**src/rtl/shift_sel_concat_pipe.sv**
```systemverilog
// Pipelined shift / select / concatenate unit with valid/ready flow control.
// Results are computed at entry and carried through PIPE register stages.
module shift_sel_concat_pipe #(
    parameter int WIDTH = 16,
    parameter int PIPE  = 2,
    parameter int SHW   = $clog2(WIDTH)
) (
    input  logic             clk,
    input  logic             rst,
    input  logic             in_valid,
    output logic             in_ready,
    input  logic [2:0]       in_op,
    input  logic [WIDTH-1:0] in_data,
    input  logic [SHW:0]     in_amt,
    output logic             out_valid,
    input  logic             out_ready,
    output logic [WIDTH-1:0] out_data,
    output logic [2:0]       out_op,
    output logic             out_sat,
    output logic [15:0]      out_count
);

    // Handshake: a beat moves on a rising edge where valid and ready are both 1.
    // The whole pipe advances together (en), so in_ready is simply en and a
    // stalled output freezes every stage, bubbles included.

    localparam int H = WIDTH / 2;

    localparam logic [2:0] OP_SLL   = 3'd0;
    localparam logic [2:0] OP_SRL   = 3'd1;
    localparam logic [2:0] OP_SRA   = 3'd2;
    localparam logic [2:0] OP_ROL   = 3'd3;
    localparam logic [2:0] OP_SEL   = 3'd4;
    localparam logic [2:0] OP_SWAP  = 3'd5;
    localparam logic [2:0] OP_NSWAP = 3'd6;
    localparam logic [2:0] OP_REPL  = 3'd7;

    localparam logic [SHW:0]   W_AMT   = (SHW+1)'(WIDTH);
    localparam logic [SHW+1:0] H_EXT   = (SHW+2)'(H);
    localparam logic [SHW+1:0] W_EXT   = (SHW+2)'(WIDTH);

    logic                 en;
    logic                 amt_big;
    logic [SHW:0]         rot_amt;
    logic [2*WIDTH-1:0]   rot_tmp;
    logic [2*WIDTH-1:0]   sel_tmp;
    logic [SHW+1:0]       sel_end;
    logic [WIDTH-1:0]     swap_val;
    logic [WIDTH-1:0]     res_data;
    logic                 res_sat;

    logic [PIPE-1:0]      stg_valid;
    logic [PIPE-1:0]      stg_sat;
    logic [WIDTH-1:0]     stg_data [PIPE];
    logic [2:0]           stg_op   [PIPE];
    logic [15:0]          count_q;

    assign en       = ~out_valid | out_ready;
    assign in_ready = en;

    // Entry datapath: every op is evaluated, the op code picks one.
    always_comb begin
        amt_big  = (in_amt >= W_AMT);
        rot_amt  = amt_big ? (in_amt - W_AMT) : in_amt;
        rot_tmp  = {in_data, in_data} << rot_amt;
        sel_tmp  = {{WIDTH{1'b0}}, in_data} >> in_amt;
        sel_end  = {1'b0, in_amt} + H_EXT;
        swap_val = {in_data[H-1:0], in_data[WIDTH-1:H]};
        res_data = '0;
        res_sat  = 1'b0;
        case (in_op)
            OP_SLL: begin
                res_data = amt_big ? '0 : (in_data << in_amt);
                res_sat  = amt_big;
            end
            OP_SRL: begin
                res_data = amt_big ? '0 : (in_data >> in_amt);
                res_sat  = amt_big;
            end
            OP_SRA: begin
                res_data = amt_big ? {WIDTH{in_data[WIDTH-1]}}
                                   : WIDTH'($signed(in_data) >>> in_amt);
                res_sat  = amt_big;
            end
            OP_ROL: begin
                res_data = rot_tmp[2*WIDTH-1:WIDTH];
            end
            OP_SEL: begin
                res_data = {{(WIDTH-H){1'b0}}, sel_tmp[H-1:0]};
                res_sat  = (sel_end > W_EXT);
            end
            OP_SWAP:  res_data = swap_val;
            OP_NSWAP: res_data = ~swap_val;
            OP_REPL:  res_data = {2{in_data[H-1:0]}};
            default: begin
                res_data = '0;
                res_sat  = 1'b0;
            end
        endcase
    end

    always_ff @(posedge clk or posedge rst) begin
        if (rst) begin
            stg_valid <= '0;
            stg_sat   <= '0;
            for (int i = 0; i < PIPE; i++) begin
                stg_data[i] <= '0;
                stg_op[i]   <= '0;
            end
        end else if (en) begin
            stg_valid[0] <= in_valid;
            stg_sat[0]   <= res_sat;
            stg_data[0]  <= res_data;
            stg_op[0]    <= in_op;
            for (int i = 1; i < PIPE; i++) begin
                stg_valid[i] <= stg_valid[i-1];
                stg_sat[i]   <= stg_sat[i-1];
                stg_data[i]  <= stg_data[i-1];
                stg_op[i]    <= stg_op[i-1];
            end
        end
    end

    always_ff @(posedge clk or posedge rst) begin
        if (rst) begin
            count_q <= '0;
        end else if (out_valid && out_ready) begin
            count_q <= count_q + 16'd1;
        end
    end

    assign out_valid = stg_valid[PIPE-1];
    assign out_data  = stg_data[PIPE-1];
    assign out_op    = stg_op[PIPE-1];
    assign out_sat   = stg_sat[PIPE-1];
    assign out_count = count_q;

endmodule

```
**config.mk**
```make
export PLATFORM = sky130hd
export DESIGN_NAME = shift_sel_concat_pipe
export DESIGN_NICKNAME = d
export VERILOG_FILES = /design/src/rtl/shift_sel_concat_pipe.sv
export SDC_FILE = /design/constraint.sdc
export NUM_CORES = 1
export LEC_CHECK = 0
export BUFFER_PORTS_ARGS = -buffer_cell sky130_fd_sc_hd__buf_2
export CORE_MARGIN = 5
export CORE_UTILIZATION = 40
export CTS_CLUSTER_SIZE = 25
export DETAILED_ROUTE_END_ITERATION = 6
export GPL_ROUTABILITY_DRIVEN = 0
export PLACE_DENSITY = 0.6
export SYNTH_ARGS = -nofsm -noshare
export SYNTH_HDL_FRONTEND = slang
export SYNTH_SLANG_ARGS = --single-unit
```
**constraint.sdc**
```tcl
create_clock -name clk -period 3.25 [get_ports clk]
set_input_delay 0.325 -clock clk [delete_from_list [all_inputs] [get_ports clk]]
set_output_delay 0.325 -clock clk [all_outputs]
set_load 0.01 [all_outputs]
```
==> flow_summary.json, run 1 <==
{
  "cts_inserted_buffers": 9,
  "finish.cell_count_without_fillers": 816,
  "hold_path_class": "input pin to async pin",
  "synth-async-reset-ratio_pct": 100,
  "worst_slew_margin_rel_pct": 40.9,
  "placeableCoreArea_um2": 12700,
  "grt_setup_unrepaired": "false",
  "fraction_of_layout_instances_using_a_drive_strength_above_1_pct": 20.7,
  "post-cts-setup-buffer-count": 0,
  "clk_root_buffer_cell": "sky130_fd_sc_hd__clkbuf_16",
  "yosysMostFrequentCell": "sky130_fd_sc_hd__nand2_1",
  "grt_pass1_vias": 4719,
  "tightest_slew_ns": 0.880,
  "critPathMaxFanout": 31,
  "rows": 41,
  "drt_wl_total_um": 16500,
  "wire_per_inst_um": 20.2,
  "worstSkewPairLatency_ns": 0.32,
  "period_share_pct": 82.2,
  "achievable-frequency_ghz": 0.374,
  "multi_input_comb_area_um2": 3270,
  "dr.first_iter.drc_count": 719,
  "htree_levels": 3,
  "largest_net_degree_at_the_start_of_global_routing": 41,
  "synth_area_per_inst_um2": 8.32,
  "synth_area_um2": 5210,
  "num_antenna_cells": 0,
  "first_pass_iters": 5,
  "total_power_uw": 2700,
  "crit_arrival_ns": 2.84,
  "worst_setup_ep_type": "flip-flop",
  "synth-main-ff-cell": "sky130_fd_sc_hd__dfrtp_1",
  "cts_sinks": 58,
  "irDropWorstVdd_v": 0.000215,
  "clkSlewWorstSetupHoldPaths_ns": 0.05,
  "port-buffer-count": 65,
  "p_per_area_nw_per_um2": 473,
  "synth_enable_flop_cells": 0,
  "ys_warn_count": 0,
  "post_cts_hold_buffer_count": 0,
  "final-setup-viol-count": 0,
  "floorplan.io_pins": 66,
  "final-seq-area_um2": 1450,
  "antenna_found_initial": 0,
  "ctsLongestPathBuffers": 2,
  "outcome": "complete, no violations",
  "vias_per_cell": 6.08,
  "yosysTopAreaCellShare_pct": 27.8,
  "yosys-top-cells-count": "sky130_fd_sc_hd__nand2_1, sky130_fd_sc_hd__dfrtp_1, sky130_fd_sc_hd__mux2i_1",
  "timing.clock.skew_ns": 0.00663,
  "detailed_place_hpwl_um": 12100,
  "timing.critical_path.required_ns": 3.41,
  "n_fill_cell": 1330,
  "remaining_drc_errors": 0,
  "final_max_slew_viol_count": 0,
  "postRouteAntennaNets": 0,
  "grt-ovfl-total": 0,
  "grt_overall_usage_pct": 22.0,
  "fin_crit_ns": 2.67,
  "yosys-top-cells-area": "sky130_fd_sc_hd__dfrtp_1, sky130_fd_sc_hd__mux2i_1, sky130_fd_sc_hd__nand2_1, sky130_fd_sc_hd__mux4_2, sky130_fd_sc_hd__nor2_1",
  "final_util_pct": 44.8,
  "start_kind": "input pin",
  "synth_area_leader_cell": "sky130_fd_sc_hd__dfrtp_1",
  "floorplan.initialDensity_pct": 41.0,
  "max_cap_viols": 0,
  "p_leak_uw": 0.00257,
  "netlist_instances": 627,
  "vertical_die_dimension_um": 124,
  "timing.setup.critical_path_class": "input pin to flip-flop",
  "die_area_um2": 15400,
  "number_of_nets_in_the_synthesized_netlist": 658,
  "final_hold_viol_count": 0,
  "tritoncts": "yes",
  "place.detailed.instances": 800,
  "design.final.nets": 670,
  "fraction_of_the_yosys_area_taken_by_sequential_cells_pct": 27.8,
  "synth_cell_types": 64,
  "postCtsResizedCells": 0,
  "timing.reg2reg.setup_slack_ns": 0.62,
  "detailroute.via_count": 4960,
  "dieWidth_um": 124,
  "synth.ff_latch_count": 58,
  "grt_first_pass_wirelength_um": 26100,
  "fin_tns_setup_ns": 0,
  "area_delta_synth_final_pct": 9.38
}
## logic make-up (layout without fill, tap and decap cells)
logic type,count (synthesis),after routing,synth area share [%]
and+or+nand+nor,225,225,19.8
AOI/OAI and AO/OA,145,145,17.9
buffers and inverters,92,109,9.50
muxes,89,89,21.8
DFF,58,58,27.8
xor gates and xnor gates,15,15,2.52
adders and majority gates,3,3,0.720
## metal layers
layer / vias to the layer above / track usage [%] / wire, um
met5: - / 0 / 0
met3: 73 / 4.31 / 1690
met2: 322 / 32.8 / 7150
met4: 0 / 11.8 / 806
li1: 2253 / - / -
met1: 2312 / 29.9 / 6860
## report_power, final
group | switching, uW | internal, uW | total (uW)
clock network | 310 | 575 | 884
logic | 509 | 336 | 844
registers | 103 | 864 | 968
total | 922 | 1770 | 2700
## sequential cells by signal, indices dropped and copies added, names as in the netlist
| register | cells |
|---|---|
| out_op | 3 |
| out_count | 16 |
| stg_sat | 2 |
| stg_data | 16 |
| stg_op | 3 |
| stg_valid | 2 |
| out_data | 16 |
## worst paths after layout
kind | start | end | depth (start not counted)
setup / recovery | in_amt[0] | stg_data[21] | 7
hold / removal | rst | out_data[1] | 2
setup reg to reg | stg_valid[1] | stg_data[21] | 6
hold reg to reg | out_data[12] | out_data[12] | 2
max in group asynchronous | rst | out_data[9] | 3
min in group clk | in_valid | stg_valid[0] | 3
## critical path, stage by stage
cell and delay [ns]:
sky130_fd_sc_hd__buf_2 0.62, sky130_fd_sc_hd__buf_4 0.35, sky130_fd_sc_hd__mux2i_1 0.32, sky130_fd_sc_hd__mux4_2 0.30, sky130_fd_sc_hd__o22ai_1 0.07, sky130_fd_sc_hd__a2111oi_0 0.67, sky130_fd_sc_hd__a31oi_1 0.16
## cell usage in the layout (no fill, tap or decap), types with 3 or more instances in the layout
| cell type | instances |
|---|---|
| sky130_fd_sc_hd__and2_1 | 3 |
| sky130_fd_sc_hd__nand4_1 | 3 |
| sky130_fd_sc_hd__o32a_1 | 3 |
| sky130_fd_sc_hd__nor3b_1 | 7 |
| sky130_fd_sc_hd__or3_1 | 5 |
| sky130_fd_sc_hd__clkbuf_16 | 9 |
| sky130_fd_sc_hd__o21a_1 | 3 |
| sky130_fd_sc_hd__a311oi_1 | 3 |
| sky130_fd_sc_hd__o22ai_1 | 10 |
| sky130_fd_sc_hd__and3_1 | 3 |
| sky130_fd_sc_hd__mux2_1 | 3 |
| sky130_fd_sc_hd__buf_2 | 65 |
| sky130_fd_sc_hd__nand2_1 | 110 |
| sky130_fd_sc_hd__buf_4 | 14 |
| sky130_fd_sc_hd__mux2_2 | 12 |
| sky130_fd_sc_hd__xor2_1 | 4 |
| sky130_fd_sc_hd__a221oi_1 | 4 |
| sky130_fd_sc_hd__a21oi_1 | 35 |
| sky130_fd_sc_hd__o22a_1 | 4 |
| sky130_fd_sc_hd__o21ai_1 | 5 |
| sky130_fd_sc_hd__nor2_1 | 48 |
| sky130_fd_sc_hd__o31ai_1 | 3 |
| sky130_fd_sc_hd__xnor2_1 | 11 |
| sky130_fd_sc_hd__a31oi_1 | 16 |
| sky130_fd_sc_hd__inv_2 | 3 |
| sky130_fd_sc_hd__inv_1 | 11 |
| sky130_fd_sc_hd__o21ai_0 | 30 |
| sky130_fd_sc_hd__dfrtp_1 | 58 |
| sky130_fd_sc_hd__mux2i_1 | 56 |
| sky130_fd_sc_hd__o211ai_1 | 6 |
| sky130_fd_sc_hd__ha_1 | 3 |
| sky130_fd_sc_hd__nand3_1 | 11 |
| sky130_fd_sc_hd__nor3_1 | 10 |
| sky130_fd_sc_hd__mux4_2 | 18 |
| sky130_fd_sc_hd__o221ai_1 | 6 |
| sky130_fd_sc_hd__clkbuf_8 | 3 |
| sky130_fd_sc_hd__nand2b_1 | 13 |
## area by class of cell
cell class                      instances  area share, %
Sequential cell                        58           25.4
Tap cell                              172           3.77
Multi-Input combinational cell        477           57.3
Inverter                               14          0.921
Clock inverter                          2          0.176
Clock buffer                           14           4.80
Timing Repair Buffer                   79           7.55
## stage by stage
stage / setup WS [ns] / cell area [um2] / hold WS [ns]
after floorplan: 0.903 / 5210 / 0.430
after global placement: 0.360 / 5420 / 0.443
after detailed placement: 0.302 / 5420 / 0.451
after CTS: 0.652 / 5700 / 0.195
after global routing: 0.528 / 5700 / 0.247
final: 0.579 / 5700 / 0.165
Note: power is estimated with default switching activity, not from simulation.
==> run 2, diff against run 1 <==
Clock period 3.25 ns to 2.49 ns, I/O delays scaled along.
==> flow_summary.json, run 2 (synthesis gave the netlist of run 1 again) <==
{
  "outcome": "complete, no violations",
  "grt_overall_usage_pct": 22.4,
  "dr.first_iter.drc_count": 721,
  "total_power_uw": 3500,
  "detailed_place_hpwl_um": 12500,
  "tightest_slew_ns": 0.787,
  "cp_slowest_stage_delay_ns": 0.50,
  "post-cts-setup-buffer-count": 0,
  "share_clk_of_total_power_pct": 31.1,
  "final_max_slew_viol_count": 0,
  "worstSkewPairLatency_ns": 0.31,
  "worst_slew_margin_rel_pct": 47.1,
  "antenna_found_initial": 0,
  "floorplan.initialDensity_pct": 41.0,
  "crit_arrival_ns": 2.32,
  "hold_path_class": "input pin to async pin",
  "seq_power_share_pct": 36.1,
  "post_layout_inst_area_um2": 5860,
  "p_leak_uw": 0.00266,
  "intPower_uw": 2310,
  "critical-path-slowest-cell": "sky130_fd_sc_hd__or4b_4",
  "n_fill_cell": 1300,
  "final_hold_viol_count": 0,
  "layout.cells.most_common_list": "sky130_fd_sc_hd__nand2_1, sky130_fd_sc_hd__buf_2, sky130_fd_sc_hd__dfrtp_1",
  "port-buffer-count": 65,
  "final-setup-viol-count": 0,
  "num_antenna_cells": 0,
  "timing.setup.critical_path_class": "input pin to flip-flop",
  "start_kind": "input pin",
  "period_share_pct": 85.4,
  "grt-ovfl-total": 0,
  "area_delta_synth_final_pct": 12.3,
  "tritoncts": "yes",
  "post_cts_hold_buffer_count": 0,
  "placeableCoreArea_um2": 12700,
  "dieWidth_um": 124,
  "postCtsResizedCells": 0,
  "multi_input_comb_area_um2": 3270,
  "irDropWorstVdd_v": 0.000277,
  "fin_crit_ns": 2.13,
  "largest_net_degree_at_the_start_of_global_routing": 49,
  "crit_path_cell_trace": "buf_2, inv_2, ha_1, or4b_4, and3_1, o21a_1, a21oi_1, o32ai_1, o22a_1",
  "grt_setup_unrepaired": "false",
  "clk_root_buffer_cell": "sky130_fd_sc_hd__clkbuf_16",
  "vias_per_cell": 6.13,
  "floorplan.io_pins": 66,
  "fin_tns_setup_ns": 0,
  "p_comb_share_pct": 32.7,
  "max_cap_viols": 0,
  "critical-path-top-delay-family": "compound AO/OA/AOI/OAI gates",
  "whs_ns": 0.00451,
  "cts_sinks": 58,
  "critPathMaxFanout": 5,
  "wire_per_inst_um": 20.2,
  "grt_first_pass_wirelength_um": 26600,
  "final-seq-area_um2": 1450,
  "grt_pass1_vias": 4822,
  "setup_slack_ns": 0.362,
  "clkSlewWorstSetupHoldPaths_ns": 0.05,
  "timing.critical_path.required_ns": 2.69,
  "detailroute.via_count": 5097,
  "die_area_um2": 15400,
  "sw_frac_of_total_pct": 34.1,
  "layout.cells.most_common": "sky130_fd_sc_hd__nand2_1",
  "worstPathBufferInverterCount": 2,
  "cts_inserted_buffers": 9,
  "achievable-frequency_ghz": 0.470,
  "design.final.nets": 687,
  "p_sw_uw": 1190,
  "vertical_die_dimension_um": 124,
  "drt_wl_total_um": 16800,
  "fraction_of_layout_instances_using_a_drive_strength_above_1_pct": 22.7,
  "ctsLongestPathBuffers": 2,
  "timing.clock.skew_ns": 0.00474,
  "rows": 41,
  "placed_area_um2": 5580,
  "dpl_worst_slack_ns": 0.156,
  "remaining_drc_errors": 0,
  "first_pass_iters": 7,
  "postRouteAntennaNets": 0,
  "htree_levels": 3,
  "worst_setup_ep_type": "flip-flop",
  "p_per_area_nw_per_um2": 598
}
[run 2: final timing paths]
kind | cells after the start | endpoint | start | slack (ns)
worst max-delay path | 9 | stg_data[23] | in_amt[3] | 0.36
worst min-delay path | 2 | out_data[3] | rst | 0.005
worst max register to register | 7 | stg_data[22] | stg_valid[1] | 0.53
worst min register to register | 1 | stg_valid[1] | stg_valid[0] | 0.46
max in group asynchronous | 3 | stg_data[30] | rst | 1.90
min in group clk | 3 | stg_valid[0] | in_valid | 0.15
[run 2: layer usage]
metal  wire, um  GRT usage [%]  share of wire [%]
met5          0              0                  0
met4        967           11.7                5.8
met3       1790           5.00                 11
met2       7240           33.4                 43
met1       6820           30.2                 41
[run 2: metrics by stage]
step	utilization (%)	cells
floorplan	-	627
global placement	43.9	817
detailed placement	43.9	817
CTS	46.0	832
global route	46.0	832
finish	46.0	832
[run 2: final cells by class]
class                      count  area share [%]
multi-input combinational    477            55.8
sequential                    58            24.8
timing repair buffer          96            10.2
clock buffer                  12            4.38
tap                          172            3.68
inverter                      14           0.897
clock inverter                 3           0.256
[run 2: power groups by stage]
stage	combinational [uW]	clock (uW)	sequential, uW
final	1150	1090	1260
after detailed placement	1130	0	1280
after floorplan	813	0	1270
after global placement	1110	0	1270
after CTS	1130	1130	1270
after global routing	1250	1170	1290
==> run 3, diff against run 2 <==
Settings changed: ABC_AREA from default to 1.
==> flow_summary.json, run 3 <==
{
  "first_pass_iters": 6,
  "grt_first_pass_wirelength_um": 26200,
  "total_power_uw": 3610,
  "critPathMaxFanout": 14,
  "ctsLongestPathBuffers": 2,
  "hold_path_class": "input pin to async pin",
  "cts_inserted_buffers": 9,
  "grt_setup_unrepaired": "false",
  "vertical_die_dimension_um": 121,
  "clk_root_buffer_cell": "sky130_fd_sc_hd__clkbuf_16",
  "placeableCoreArea_um2": 12100,
  "design.final.nets": 862,
  "antenna_found_initial": 0,
  "postCtsResizedCells": 0,
  "final_hold_viol_count": 0,
  "floorplan.initialDensity_pct": 41.1,
  "p_leak_uw": 0.00305,
  "p_per_area_nw_per_um2": 651,
  "floorplan.io_pins": 66,
  "ys_warn_count": 0,
  "drt_wl_total_um": 16000,
  "detailroute.via_count": 5506,
  "post-cts-setup-buffer-count": 0,
  "fin_crit_ns": 1.88,
  "netlist_instances": 801,
  "largest_net_degree_at_the_start_of_global_routing": 59,
  "fraction_of_the_yosys_area_taken_by_sequential_cells_pct": 29.2,
  "synth-async-reset-ratio_pct": 100,
  "num_antenna_cells": 0,
  "port-buffer-count": 65,
  "die_area_um2": 14800,
  "synth_area_per_inst_um2": 6.21,
  "postRouteAntennaNets": 0,
  "synth_area_leader_cell": "sky130_fd_sc_hd__dfrtp_1",
  "remaining_drc_errors": 0,
  "htree_levels": 3,
  "synth.ff_latch_count": 58,
  "achievable-frequency_ghz": 0.532,
  "synth_area_um2": 4970,
  "synth_cell_types": 35,
  "start_kind": "flip-flop",
  "detailed_place_hpwl_um": 12200,
  "clkSlewWorstSetupHoldPaths_ns": 0.05,
  "synth-main-ff-cell": "sky130_fd_sc_hd__dfrtp_1",
  "crit_arrival_ns": 1.63,
  "worstSkewPairLatency_ns": 0.32,
  "grt_pass1_vias": 5080,
  "dr.first_iter.drc_count": 687,
  "rows": 40,
  "worst_setup_ep_type": "output pin",
  "dieWidth_um": 121,
  "worst_slew_margin_rel_pct": 50.5,
  "area_delta_synth_final_pct": 11.6,
  "layout.cells.most_common": "sky130_fd_sc_hd__nand2_1",
  "layout.cells.most_common_list": "sky130_fd_sc_hd__nand2_1, sky130_fd_sc_hd__nand3_1, sky130_fd_sc_hd__buf_2",
  "period_share_pct": 75.5,
  "final_max_slew_viol_count": 0,
  "irDropWorstVdd_v": 0.000361,
  "timing.clock.skew_ns": 0.00770,
  "final-setup-viol-count": 0,
  "number_of_nets_in_the_synthesized_netlist": 832,
  "fin_tns_setup_ns": 0,
  "yosysMostFrequentCell": "sky130_fd_sc_hd__nand2_1",
  "max_cap_viols": 0,
  "yosys-top-cells-area": "sky130_fd_sc_hd__dfrtp_1, sky130_fd_sc_hd__nand2_1, sky130_fd_sc_hd__nand3_1, sky130_fd_sc_hd__inv_1, sky130_fd_sc_hd__nor2_1",
  "synth_enable_flop_cells": 0,
  "yosys-top-cells-count": "sky130_fd_sc_hd__nand2_1, sky130_fd_sc_hd__nand3_1, sky130_fd_sc_hd__dfrtp_1",
  "fraction_of_layout_instances_using_a_drive_strength_above_1_pct": 14.8,
  "tightest_slew_ns": 0.742,
  "cts_sinks": 58,
  "outcome": "complete, no violations",
  "post_cts_hold_buffer_count": 0,
  "timing.critical_path.required_ns": 2.24,
  "grt_overall_usage_pct": 22.1,
  "timing.setup.critical_path_class": "flip-flop to output pin",
  "whs_ns": 0.135,
  "wire_per_inst_um": 16.0,
  "n_fill_cell": 1331,
  "yosysTopAreaCellShare_pct": 29.2,
  "vias_per_cell": 5.48,
  "grt-ovfl-total": 0,
  "tritoncts": "yes"
}
-- run 3: cell count changes after synthesis, moves of 13 or more --
cell,change
sky130_fd_sc_hd__nand2_1,+185
sky130_fd_sc_hd__nand3_1,+137
sky130_fd_sc_hd__mux2i_1,-56
sky130_fd_sc_hd__inv_1,+45
sky130_fd_sc_hd__mux4_2,-18
sky130_fd_sc_hd__clkbuf_1,-16
sky130_fd_sc_hd__a31oi_1,-13
sky130_fd_sc_hd__nand2b_1,-13
-- run 3: logic make-up after synthesis --
group	share of synthesized area [%]
simple gates	47.1
buf+inv	11.9
compound gates	8.76
flops	29.2
xor+xnor	2.29
fa+ha+maj	0.755
-- run 3: worst max-delay path, stage by stage (launching register included) --
cell	delay, ns
sky130_fd_sc_hd__dfrtp_1	0.39
sky130_fd_sc_hd__inv_1	0.10
sky130_fd_sc_hd__nor2_4	0.04
sky130_fd_sc_hd__inv_1	0.35
sky130_fd_sc_hd__buf_4	0.28
sky130_fd_sc_hd__buf_2	0.16
-- run 3: path summary, 6_finish.rpt --
path / from / end / slack [ns] / depth (start not counted)
min: rst / out_count[4] / 0.13 / 3
max: stg_valid[1] / in_ready / 0.61 / 5
max in group asynchronous: rst / out_count[15] / 1.86 / 3
min in group clk: in_valid / stg_valid[0] / 0.16 / 3
min reg2reg: stg_valid[0] / stg_valid[1] / 0.44 / 2
max reg2reg: out_count[1] / out_count[14] / 0.76 / 9
-- run 3: cell type report --
| cell class | count | area, um2 | share of cell area [%] |
|---|---|---|---|
| tap | 168 | 210 | 3.79 |
| sequential | 58 | 1450 | 26.2 |
| multi-input combinational | 624 | 2940 | 52.9 |
| clock inverter | 5 | 52.6 | 0.947 |
| inverter | 62 | 238 | 4.29 |
| clock buffer | 11 | 253 | 4.56 |
| timing repair buffer | 76 | 408 | 7.35 |
-- run 3: per-layer routing --
metal / part of all wire [%] / GRT usage [%] / vias to the layer above
li1: - / - / 2644
met3: 8.1 / 2.98 / 48
met1: 45 / 32.2 / 2511
met5: 0 / 0 / -
met4: 4.6 / 10.3 / 0
met2: 43 / 32.3 / 303
-- run 3: where the power goes --
group	switching, uW	total [uW]	internal, uW
Clock	422	1240	822
Sequential	131	1270	1140
Combinational	722	1100	373
-- run 3: per-stage QoR --
| step | cell area, um2 | std cells | setup WS [ns] | utilization, % |
|---|---|---|---|---|
| finish | 5550 | 1004 | 0.611 | 45.8 |
| global route | 5550 | 1004 | 0.518 | 45.8 |
| CTS | 5550 | 1004 | 0.583 | 45.8 |
| detailed placement | 5240 | 988 | 0.508 | 43.3 |
| global placement | 5240 | 988 | 0.533 | 43.3 |
| floorplan | 4970 | 801 | 0.547 | - |
